===== config.mk =====
export PLATFORM = sky130hd
export DESIGN_NAME = pattern_match_ctrl
export DESIGN_NICKNAME = d
export VERILOG_FILES = /design/src/rtl/pattern_match_pkg.sv /design/src/rtl/pattern_match_ctrl_det_core.sv /design/src/rtl/pattern_match_ctrl.sv
export SDC_FILE = /design/constraint.sdc
export NUM_CORES = 1
export LEC_CHECK = 0
export CAP_MARGIN = 0
export CORE_ASPECT_RATIO = 0.8
export CORE_MARGIN = 2
export CORE_UTILIZATION = 47
export CTS_CLUSTER_SIZE = 40
export DETAILED_ROUTE_END_ITERATION = 8
export PLACE_DENSITY = 0.73
export SETUP_SLACK_MARGIN = 0.02
export SKIP_CTS_REPAIR_TIMING = 1
export SLEW_MARGIN = 20
export SYNTH_ARGS = -nofsm -noshare
export SYNTH_HDL_FRONTEND = slang
export SYNTH_SLANG_ARGS = --single-unit

===== constraint.sdc =====
create_clock -name clk -period 2 [get_ports clk]
set_input_delay 0.4 -clock clk [delete_from_list [all_inputs] [get_ports clk]]
set_output_delay 0.4 -clock clk [all_outputs]
set_load 0.02 [all_outputs]

===== src/rtl/pattern_match_pkg.sv =====
// pattern_match_pkg
//   Shared definitions for the pattern match run controller:
//   - controller state encoding (IDLE, RUN, DONE), 2 bits
//   - default widths for pattern, match counter and window fields
package pattern_match_pkg;

  localparam int DEF_PAT_W = 4;
  localparam int DEF_CNT_W = 8;
  localparam int DEF_WIN_W = 16;

  typedef logic [1:0] state_t;

  localparam state_t ST_IDLE = 2'd0;
  localparam state_t ST_RUN  = 2'd1;
  localparam state_t ST_DONE = 2'd2;

endpackage


===== src/rtl/pattern_match_ctrl_det_core.sv =====
// pattern_det_core
//   History shift register, fill counter and pattern comparator.
//   Ports:
//     clk, reset  - clock, synchronous active-high reset
//     clr         - clear history and fill counter
//     shift       - take bit_in into the history LSB this cycle
//     bit_in      - serial data bit
//     pattern     - target pattern, MSB is the oldest bit
//     hit         - combinational: the candidate next history is full and
//                   equals pattern (only while shift is high)
//   Build option:
//     OVERLAP_EN  - when defined, history and fill survive a hit so the bits
//                   of one match can start the next; otherwise the fill
//                   counter restarts after every hit.
module pattern_det_core
  import pattern_match_pkg::*;
#(
  parameter int PAT_W = DEF_PAT_W
) (
  input  logic             clk,
  input  logic             reset,
  input  logic             clr,
  input  logic             shift,
  input  logic             bit_in,
  input  logic [PAT_W-1:0] pattern,
  output logic             hit
);

  localparam int FILL_W = $clog2(PAT_W + 1);
  localparam logic [FILL_W-1:0] FILL_FULL = FILL_W'(PAT_W);

  logic [PAT_W-1:0]  hist_q, hist_d, hist_nxt;
  logic [FILL_W-1:0] fill_q, fill_d, fill_nxt;

  always_comb begin
    hist_nxt = {hist_q[PAT_W-2:0], bit_in};
    fill_nxt = (fill_q == FILL_FULL) ? fill_q : fill_q + 1'b1;
    hit      = shift && (fill_nxt == FILL_FULL) && (hist_nxt == pattern);

    hist_d = hist_q;
    fill_d = fill_q;
    if (clr) begin
      hist_d = '0;
      fill_d = '0;
    end else if (shift) begin
      hist_d = hist_nxt;
`ifdef OVERLAP_EN
      fill_d = fill_nxt;
`else
      // a hit consumes its bits: the next match needs PAT_W fresh samples
      fill_d = hit ? '0 : fill_nxt;
`endif
    end
  end

  always_ff @(posedge clk) begin
    if (reset) begin
      hist_q <= '0;
      fill_q <= '0;
    end else begin
      hist_q <= hist_d;
      fill_q <= fill_d;
    end
  end

endmodule


===== src/rtl/pattern_match_ctrl.sv =====
// pattern_match_ctrl
//   Run controller for serial bit-pattern detection. A start in IDLE latches
//   the pattern and window, then counts pattern matches over cfg_window valid
//   samples and reports completion with a done/done_ack handshake.
//   Ports:
//     clk, reset   - clock, synchronous active-high reset
//     cfg_pattern  - target pattern (MSB oldest), latched on accepted start
//     cfg_window   - valid samples per run, latched on accepted start
//     start        - run request, accepted only in IDLE
//     din/din_valid- serial data and qualifier (used only in RUN)
//     busy         - high in RUN
//     match        - one-cycle pulse per detected match
//     match_count  - matches in current/last run, saturating
//     done         - high in DONE until done_ack
//     done_ack     - host acknowledge
//   Build option:
//     OVERLAP_EN   - overlapping detection (see pattern_det_core)
//
//   state   | meaning
//   IDLE    | waiting for start; match_count holds last result
//   RUN     | sampling din on din_valid, counting matches
//   DONE    | window complete; done high until done_ack
module pattern_match_ctrl
  import pattern_match_pkg::*;
#(
  parameter int PAT_W = DEF_PAT_W,
  parameter int CNT_W = DEF_CNT_W,
  parameter int WIN_W = DEF_WIN_W
) (
  input  logic             clk,
  input  logic             reset,
  input  logic [PAT_W-1:0] cfg_pattern,
  input  logic [WIN_W-1:0] cfg_window,
  input  logic             start,
  input  logic             din,
  input  logic             din_valid,
  output logic             busy,
  output logic             match,
  output logic [CNT_W-1:0] match_count,
  output logic             done,
  input  logic             done_ack
);

  state_t           state_q, state_d;
  logic [PAT_W-1:0] pat_q, pat_d;
  logic [WIN_W-1:0] rem_q, rem_d;   // valid samples still to take this run
  logic [CNT_W-1:0] cnt_q, cnt_d;
  logic             match_q, match_d;

  logic core_clr, core_shift, core_hit;

  pattern_det_core #(
    .PAT_W (PAT_W)
  ) u_core (
    .clk     (clk),
    .reset   (reset),
    .clr     (core_clr),
    .shift   (core_shift),
    .bit_in  (din),
    .pattern (pat_q),
    .hit     (core_hit)
  );

  always_comb begin
    state_d    = state_q;
    pat_d      = pat_q;
    rem_d      = rem_q;
    cnt_d      = cnt_q;
    match_d    = 1'b0;
    core_clr   = 1'b0;
    core_shift = 1'b0;

    case (state_q)
      ST_IDLE: begin
        if (start) begin
          pat_d    = cfg_pattern;
          rem_d    = cfg_window;
          cnt_d    = '0;
          core_clr = 1'b1;
          state_d  = (cfg_window == '0) ? ST_DONE : ST_RUN;
        end
      end
      ST_RUN: begin
        if (din_valid) begin
          core_shift = 1'b1;
          if (core_hit) begin
            match_d = 1'b1;
            if (cnt_q != '1) cnt_d = cnt_q + 1'b1;
          end
          rem_d = rem_q - 1'b1;
          // terminal count: this valid sample is the last of the window
          if (rem_q == WIN_W'(1)) state_d = ST_DONE;
        end
      end
      ST_DONE: begin
        if (done_ack) state_d = ST_IDLE;
      end
      default: state_d = ST_IDLE;
    endcase
  end

  always_ff @(posedge clk) begin
    if (reset) begin
      state_q <= ST_IDLE;
      pat_q   <= '0;
      rem_q   <= '0;
      cnt_q   <= '0;
      match_q <= 1'b0;
    end else begin
      state_q <= state_d;
      pat_q   <= pat_d;
      rem_q   <= rem_d;
      cnt_q   <= cnt_d;
      match_q <= match_d;
    end
  end

  assign busy        = (state_q == ST_RUN);
  assign done        = (state_q == ST_DONE);
  assign match       = match_q;
  assign match_count = cnt_q;

endmodule


==> results of run 1 <==
layer usage:
| layer | vias up | GRT usage, % |
|---|---|---|
| met1 | 1054 | 34.6 |
| met4 | 0 | 5.92 |
| met5 | - | 0 |
| li1 | 1141 | - |
| met2 | 85 | 35.6 |
| met3 | 5 | 3.87 |
worst max-delay path by stage:
stage	depth (start not counted)	slack, ps	end
after floorplan	6	6	match_count[1]
final	5	60	state_q[1]
after global placement	7	-110	match_count[7]
after detailed placement	8	-220	match_count[2]
after global routing	7	-10	match_count[1]
after CTS	9	-90	match_count[2]
power by group through the flow:
stage / clock network (mW) / registers (mW) / logic, mW
after floorplan: 0 / 0.877 / 0.455
after global placement: 0 / 0.877 / 0.756
after detailed placement: 0 / 0.878 / 0.764
after CTS: 0.681 / 0.861 / 0.771
after global routing: 0.717 / 0.873 / 0.883
final: 0.668 / 0.864 / 0.802
critical path: cells and delay by family (launching register included):
family | cells | cell delay, ps
simple gates | 3 | 1260
flops | 1 | 320
compound gates | 2 | 300
flip-flops by register name, indices dropped and copies added, names as in the netlist:
name,count
pat_q,4
u_core.fill_q,3
match_count,8
u_core.hist_q,3
rem_q,16
state_q,2
match,1
metrics by stage:
stage               TNS, ps  std cells  cell area [um^2]  utilization (%)  setup slack (ps)
floorplan                 0        263              2070                -              5.57
global placement       -847        391              2810             66.7              -112
detailed placement    -1220        391              2810             66.7              -216
CTS                    -102        399              2920             69.5             -85.4
global route          -10.6        399              2990             71.2             -10.6
finish                    0        399              2990             71.2              61.1
cell families (layout without fill, tap and decap cells):
kind of cell | count (synthesis) | count (layout) | synth area share (%)
flops | 37 | 37 | 35.9
buf+inv | 21 | 100 | 3.82
mux | 2 | 2 | 0.969
compound gates | 88 | 88 | 27.2
simple gates | 105 | 105 | 27.0
fa+ha+maj | 5 | 5 | 3.03
xor+xnor | 5 | 5 | 2.12
final cells by class:
| cell class | count | share of cell area (%) |
|---|---|---|
| flip-flops and latches | 37 | 24.8 |
| well taps | 57 | 2.38 |
| clock inverters | 1 | 1.00 |
| multi-input cells | 205 | 43.8 |
| clock buffers | 7 | 2.89 |
| inverters | 9 | 1.13 |
| repair buffers | 83 | 24.0 |
cells in the final DEF (no fill, tap or decap), types with 4 or more instances in the layout:
master and instances:
sky130_fd_sc_hd__dfxtp_1 37, sky130_fd_sc_hd__buf_4 47, sky130_fd_sc_hd__nand2b_1 4, sky130_fd_sc_hd__o31ai_1 4, sky130_fd_sc_hd__o22ai_1 4, sky130_fd_sc_hd__clkdlybuf4s50_1 34, sky130_fd_sc_hd__nor2b_1 4, sky130_fd_sc_hd__clkbuf_8 6
sky130_fd_sc_hd__nand3_1 8, sky130_fd_sc_hd__nand2_1 27, sky130_fd_sc_hd__o21ai_0 18, sky130_fd_sc_hd__inv_1 9, sky130_fd_sc_hd__a211oi_1 5, sky130_fd_sc_hd__nor3_1 7, sky130_fd_sc_hd__nand3b_1 4, sky130_fd_sc_hd__nor4_1 4
sky130_fd_sc_hd__nor2_1 22, sky130_fd_sc_hd__a21oi_1 22, sky130_fd_sc_hd__o211ai_1 7
==> Implementation_results.wiki, run 1 <==
{| class="wikitable"
! Metric !! Value
|-
| Outcome || completed
|-
| Area of the core || 0.00420 mm^2
|-
| Area share of the leading cell type in the synthesized netlist || 35.9%
|-
| Number of setup violations in the final report || 0
|-
| Number of distinct standard cells referenced by the synthesized netlist || 45
|-
| Final clock period utilization by the worst path || 96.9%
|-
| First-iteration detailed-routing DRC count || 131
|-
| Die X-Extent || 78.1 um
|-
| Hold depth || 2
|-
| Worst Skew || 5.86 ps
|-
| Synthesized instance count || 263
|-
| WHS || 472 ps
|-
| Internal Power || 1.59 mW
|-
| Most instantiated cells after synthesis || sky130_fd_sc_hd__dfxtp_1 (37), sky130_fd_sc_hd__nand2_1 (27), sky130_fd_sc_hd__a21oi_1 (23), sky130_fd_sc_hd__nor2_1 (22), sky130_fd_sc_hd__o21ai_0 (20)
|-
| First-pass GRT wire length || 9270 um
|-
| Number of H-tree levels || 2
|-
| Stage delay of the slowest cell on the critical path || 560 ps
|-
| Syn Nets || 294
|-
| Predominant post-synthesis flop cell || sky130_fd_sc_hd__dfxtp_1
|-
| Met2 wire len || 2600 um
|-
| Path type of the worst setup path || reg2reg
|-
| MaxCap Viol Count || 0
|-
| Fill cells || 345
|-
| Async set or reset register ratio after synthesis || 0%
|-
| Largest cells by area after synthesis || sky130_fd_sc_hd__dfxtp_1 (36%), sky130_fd_sc_hd__a21oi_1 (5.6%), sky130_fd_sc_hd__nand2_1 (4.9%), sky130_fd_sc_hd__o21ai_0 (4.8%), sky130_fd_sc_hd__nor2_1 (4.0%)
|-
| Total Wirelength || 5730 um
|-
| Routed WL per cell || 14.4 um
|-
| Boundary Pins || 37
|-
| Arrival time at the worst endpoint || 2160 ps
|-
| Aggregate global-route resource usage || 23.4%
|-
| Total congestion overflow || 0
|-
| Setup repair after global routing missed its margin || true
|-
| Post-DRT Antenna Nets || 0
|-
| Sequential share of power || 37.0%
|-
| Relative area change from synthesis to final layout || 44.8%
|-
| Post-synthesis cell area || 0.00207 mm^2
|-
| Part of the total power dissipated in combinational logic || 34.4%
|-
| Area of the die || 0.00494 mm^2
|-
| Net total in the final layout || 372
|-
| Capturing element type of the critical path || flip-flop
|-
| Critical-path cell list || or4_4 -> nor4_4 -> a31oi_2 -> or4_1 -> a21oi_2
|-
| Std cell rows || 21
|-
| Post-synth EDFFs || 0
|-
| Fraction of power spent switching nets || 31.9%
|-
| Post-layout power || 2.33 mW
|-
| Hold path endpoint || pat_q[2]
|-
| Proportion of layout cells with a drive suffix above 1 || 21.9%
|-
| Clock tree from TritonCTS || yes
|-
| Startpoint of the worst-slack reg-to-reg timing path || rem_q[5]
|-
| Launch point of the worst hold path || pat_q[2]
|-
| Sw power || 743 uW
|-
| DRC viols || 0
|-
| Leak pwr || 1.17 nW
|-
| Slowest cell on crit path || sky130_fd_sc_hd__or4_4
|-
| Number of cells traversed by the worst register-to-register path || 5
|-
| Initial core utilization || 49.1%
|-
| Flip-flop and latch count after synthesis || 37
|-
| Worst hold path type || reg2reg
|-
| Worst supply voltage drop on vdd || 0.537 mV
|-
| Num Clock Sinks || 37
|-
| Number of antenna violations at the first check in global routing || 0
|-
| CTS max path bufs || 2
|-
| Number of vias after detailed routing || 2285
|-
| Areal power density over the cells || 780 mW/mm^2
|-
| Setup slack of the most critical reg-to-reg path || 60 ps
|-
| Top fanout value on the critical path || 3
|-
| Clock period minus worst slack || 1940 ps
|-
| Vias per Instance || 5.73
|-
| Total of buffers placed on input and output ports || 36
|-
| Height of the die || 63.3 um
|-
| Maximum number of pins on one net before global-route repair || 31
|-
| Actual transition at the worst max-transition pin || 504 ps
|-
| Synth area leader || sky130_fd_sc_hd__dfxtp_1
|-
| Worst Path Required || 2220 ps
|-
| Number of hold violations in the final report || 0
|-
| Met3 Wirelength || 327 um
|-
| Number of buffers created by CTS || 5
|-
| Max-slew violation count || 0
|-
| Maximum clock frequency || 0.516 GHz
|-
| Clock network latency to the later pin of the worst-skew pair || 290 ps
|-
| Sequential area share after synthesis || 35.9%
|-
| Number of antenna repair diodes || 0
|-
| Dominant cell by count in the synthesized netlist || sky130_fd_sc_hd__dfxtp_1
|-
| Clk Tree Root Cell || sky130_fd_sc_hd__clkbuf_8
|-
| Area of all sequential standard cells || 741 um^2
|-
| Ys Warns || 0
|-
| Reg-to-reg endpoint || state_q[1]
|-
| Max-Slew Margin vs Limit || 66.3%
|-
| Routed met1 length || 2770 um
|-
| Clock edge transition at the registers on the reported setup and hold paths || 80 ps
|-
| Placed wire-length estimate after detailed placement || 4020 um
|-
| DR pass1 iterations || 5
|-
| Sort of element at the start of the critical path || flip-flop
|-
| Source of the critical timing path || rem_q[5]
|-
| Mean Syn Cell Area || 7.85 um^2
|-
| Routability-driven placement congestion ratio || 0.834
|-
| Via count of the first global-routing pass || 1974
|-
| Top Layer Used || met4
|-
| Area used by multi-input combinational logic || 0.00131 mm^2
|-
| Clock power share || 28.6%
|}
No activity file was read; power rests on OpenSTA's default activity.
==> run 2, diff against run 1 <==
- CAP_MARGIN: 0 -> 20
- SLEW_MARGIN: 20 -> 10
==> results of run 2 <==
Same layout as run 1: the final DEF is identical, and so are final timing and power.
==> run 3, diff against run 2 <==
- GPL_ROUTABILITY_DRIVEN: default -> 1
==> results of run 3 <==
Same layout as run 1: the final DEF is identical, and so are final timing and power.
